**src/rtl/la_syncarb.sv**
```systemverilog
// Round-robin arbiter granting a local resource to N asynchronous 4-phase requesters.
// Each request line is synchronized before use; grant/ack are registered and mutually exclusive.

module la_syncarb_dsync #(
    parameter     PROP   = "DEFAULT",
    parameter int STAGES = 2
) (
    input  logic clk,
    input  logic nreset,
    input  logic i_d,
    output logic o_q
);

    logic [STAGES-1:0] r_pipe;

    always_ff @(posedge clk or negedge nreset) begin
        if (!nreset) begin
            r_pipe <= '0;
        end else begin
            r_pipe <= {r_pipe[STAGES-2:0], i_d};
        end
    end

    assign o_q = r_pipe[STAGES-1];

endmodule

module la_syncarb #(
    parameter     PROP   = "DEFAULT",
    parameter int N      = 4,
    parameter int STAGES = 2
) (
    input  logic         clk,
    input  logic         nreset,
    input  logic [N-1:0] req_async,
    input  logic         done,
    output logic [N-1:0] grant,
    output logic [N-1:0] ack,
    output logic         busy
);

    localparam int KW = (N > 1) ? $clog2(N) : 1;

    typedef enum logic [1:0] {
        IDLE  = 2'd0,
        GRANT = 2'd1,
        ACK   = 2'd2
    } state_t;

    logic [N-1:0]  w_sreq;
    logic          w_any;
    logic [KW-1:0] w_sel;
    int unsigned   w_idx;
    logic [KW-1:0] w_next_ptr;

    state_t        r_state;
    logic [KW-1:0] r_k;
    logic [KW-1:0] r_ptr;
    logic [N-1:0]  r_grant;
    logic [N-1:0]  r_ack;
    logic          r_busy;

    for (genvar g = 0; g < N; g++) begin : g_sync
        la_syncarb_dsync #(
            .PROP   (PROP),
            .STAGES (STAGES)
        ) u_sync (
            .clk    (clk),
            .nreset (nreset),
            .i_d    (req_async[g]),
            .o_q    (w_sreq[g])
        );
    end

    // Scan from the farthest offset down so the nearest set index after ptr wins.
    always_comb begin
        w_any = |w_sreq;
        w_sel = '0;
        w_idx = 0;
        for (int unsigned i = N; i > 0; i--) begin
            w_idx = (int'(r_ptr) + i - 1) % N;
            if (w_sreq[w_idx]) begin
                w_sel = KW'(w_idx);
            end
        end
    end

    assign w_next_ptr = (r_k == KW'(N - 1)) ? '0 : r_k + 1'b1;

    always_ff @(posedge clk or negedge nreset) begin
        if (!nreset) begin
            r_state <= IDLE;
            r_k     <= '0;
            r_ptr   <= '0;
            r_grant <= '0;
            r_ack   <= '0;
            r_busy  <= 1'b0;
        end else begin
            case (r_state)
                IDLE: begin
                    if (w_any) begin
                        r_k     <= w_sel;
                        r_grant <= N'(1) << w_sel;
                        r_busy  <= 1'b1;
                        r_state <= GRANT;
                    end
                end
                GRANT: begin
                    if (done) begin
                        r_grant <= '0;
                        r_ack   <= N'(1) << r_k;
                        r_ptr   <= w_next_ptr;
                        r_state <= ACK;
                    end
                end
                ACK: begin
                    if (!w_sreq[r_k]) begin
                        r_ack   <= '0;
                        r_busy  <= 1'b0;
                        r_state <= IDLE;
                    end
                end
                default: begin
                    r_grant <= '0;
                    r_ack   <= '0;
                    r_busy  <= 1'b0;
                    r_state <= IDLE;
                end
            endcase
        end
    end

    assign grant = r_grant;
    assign ack   = r_ack;
    assign busy  = r_busy;

endmodule

```
**config.mk**
```make
export PLATFORM = sky130hd
export DESIGN_NAME = la_syncarb
export DESIGN_NICKNAME = d
export VERILOG_FILES = /design/src/rtl/la_syncarb.sv
export SDC_FILE = /design/constraint.sdc
export NUM_CORES = 1
export LEC_CHECK = 0
export CAP_MARGIN = 20
export CORE_MARGIN = 1.5
export CORE_UTILIZATION = 51
export DETAILED_ROUTE_END_ITERATION = 10
export PLACE_DENSITY = 0.87
export SYNTH_ARGS = -nofsm -noshare
export SYNTH_HDL_FRONTEND = slang
export SYNTH_SLANG_ARGS = --single-unit
```
**constraint.sdc**
```tcl
create_clock -name clk -period 1.8 [get_ports clk]
set_input_delay 0.18 -clock clk [delete_from_list [all_inputs] [get_ports clk]]
set_output_delay 0.18 -clock clk [all_outputs]
set_load 0.01 [all_outputs]
```
==> results.ini <==
[run]
maxCapViolations=0

[placed_design]
port_buffers=15
post-place-ws_ns=0.2090
hpwl_um=1401
place_inst=129
place.gp.congestion=0.8133

[routing]
drt-total-wl_um=1861
viasPerCell=5.579
vias=742
initialDrtViolationCount=7
remaining_drc_errors=0
routedWlPerCell_um=13.99
drtAntennaViolNets=0
dr.pass1.iters=4

[setup_path]
crit_chain=mux4_2 > nor2b_2 > o22ai_2 > a22o_1
end_kind=flop
path_max_fanout=4
cp.arrival_ns=1.81
max_stage_delay_ns=0.56
startpoint_type=flop
cp.required_ns=2.01
crit_type=flop to flop
slowest_stage=mux4_2

[outcome]
status=finished clean

[synth]
synth_area_leaders=dfrtp_1 (57%), ha_1 (4.9%), a22o_1 (3.4%)
syn_avg_cell_area_sq_um=11.68
synth_commonest_cells=dfrtp_1 (23), inv_1 (7), nand2_1 (7)
synthArstFlopShare_pct=100.0
synth.most_common_cell=dfrtp_1
yosys.area.top_type=dfrtp_1
yosysWarnings=0
synth_ff_type=dfrtp_1
ys_seq_elements=23
synth_edf_count=0
synth.distinct_cells=28
netlist_instances=87
syn_nets=98
ys_seq_area_share_pct=56.65
synth.top_cell.area_share_pct=56.65
syn-cell-area_sq_mm=0.001016

[finish]
multi_input_area_sq_um=410.4
drive_gt1_share_pct=12.04
nNetsFinal=120
regArea_sq_um=575.6
final.fill_count=141
final_cells=133
fin_util_pct=68.96
diodes=0
areaGrowthSynthToFinish_pct=22.29

[sta]
skew_ns=0.004428
worstMarginPinSlew_ns=0.5758
slew_violations=0
final.period_utilization_pct=88.83
fmax_mhz=625.4
maxSlewHeadroom_pct=61.38
final-hold-violation-count=0
final.setup.tns_ns=0
grt_setup_unrepaired=false
worst_slack_ns=0.2011
layout_min_cycle_time_ns=1.599
whs_ns=0.2082
setup_viol=0

[clocking]
clock_latency_ns=0.31
holdBufCountCts=0
numCtsBuffers=3
cts.clk_slew.worst_paths_ns=0.12
cts_tree=built
clk_path_buf_depth=2
clock-sinks=23
cts_root_buf=clkbuf_4
cts_resized=0
h-tree-depth=1
cts_setup_buffers=0

[global_routing]
grt-ovfl-total=0
grt_max_degree=24
grt_pass1_wl_um=3008
antenna_found_initial=0
grt_pass1_vias=686
grt_usage_pct=19.45

[floorplan]
coreArea_sq_mm=0.001802
die_h_um=47.64
dieWidth_um=47.64
fp-row-count=15
start_util_pct=56.39
ios=16
dieArea_sq_mm=0.002269

[power_and_ir_drop]
p_leak_nw=0.5566
peakVddDrop_mv=0.7802
powerDensity_mw_per_mm2=1564

[hold_path]
holdCritPathClass=primary input to async pin

worst max-delay path: cells and delay by family, from the launching register on:
family             cells  cell delay [ns]
and+or+nand+nor        1             0.16
muxes                  1             0.56
AOI/OAI and AO/OA      2             0.34
DFF                    1             0.45
worst paths after layout:
kind / from / to / slack [ns] / depth (start not counted)
max in group asynchronous: nreset / g_sync[0].u_sync.r_pipe[1] / 1.37 / 2
max reg2reg: r_k[1] / ack[3] / 0.20 / 4
max: r_k[1] / ack[3] / 0.20 / 4
min: nreset / grant[2] / 0.21 / 2
min in group clk: req_async[2] / g_sync[2].u_sync.r_pipe[0] / 0.30 / 1
min reg2reg: g_sync[0].u_sync.r_pipe[0] / g_sync[0].u_sync.r_pipe[1] / 0.36 / 0
cell families (layout without fill, tap and decap cells):
| group | Yosys count | in the layout | synth area share [%] |
|---|---|---|---|
| and+or+nand+nor | 25 | 25 | 12.93 |
| AOI/OAI and AO/OA | 24 | 24 | 18.23 |
| muxes | 3 | 3 | 4.310 |
| buffers and inverters | 8 | 29 | 2.956 |
| adders and majority gates | 4 | 4 | 4.926 |
| DFF | 23 | 23 | 56.65 |
sequential cells by signal (all words and copies together) (netlist names):
signal                cells
r_state                   2
r_ptr                     2
grant                     4
g_sync.u_sync.r_pipe      8
ack                       4
busy                      1
r_k                       2
area by class of cell:
type | instances | area share (%)
flip-flops and latches | 23 | 46.32
multi-input cells | 56 | 33.03
repair buffers | 18 | 13.90
well taps | 25 | 2.518
clock buffers | 4 | 2.115
inverters | 7 | 2.115
layout by cell type, fill, tap and decap left out, types with 2 or more instances in the layout:
cell             count
nand2b_1             5
o21ai_0              5
clkdlybuf4s50_1     15
inv_1                7
dfrtp_1             23
nand2_1              7
a31o_2               2
nand3_1              4
clkbuf_4             3
ha_1                 4
o31ai_1              3
buf_4                3
nor2_1               4
o31a_1               2
a22o_1               4
a21oi_1              2
metal layers:
metal	GRT usage (%)	share of wire (%)	vias to the layer above
met3	4.528	4.1	6
met5	0	0	-
met2	31.89	49	22
li1	-	-	354
met4	8.649	2.1	0
met1	24.69	45	360
per-stage QoR:
stage	area (sq um)	total power [mW]
floorplan	1016	1.342
global placement	1216	1.680
detailed placement	1216	1.722
CTS	1242	1.958
global route	1242	2.090
finish	1242	1.943
where the power goes:
| part | switching [mW] | internal [mW] |
|---|---|---|
| registers | 0.159 | 0.683 |
| logic | 0.412 | 0.456 |
| clock network | 0.147 | 0.0866 |
| total | 0.718 | 1.23 |
(Power assumes the default switching activity.)
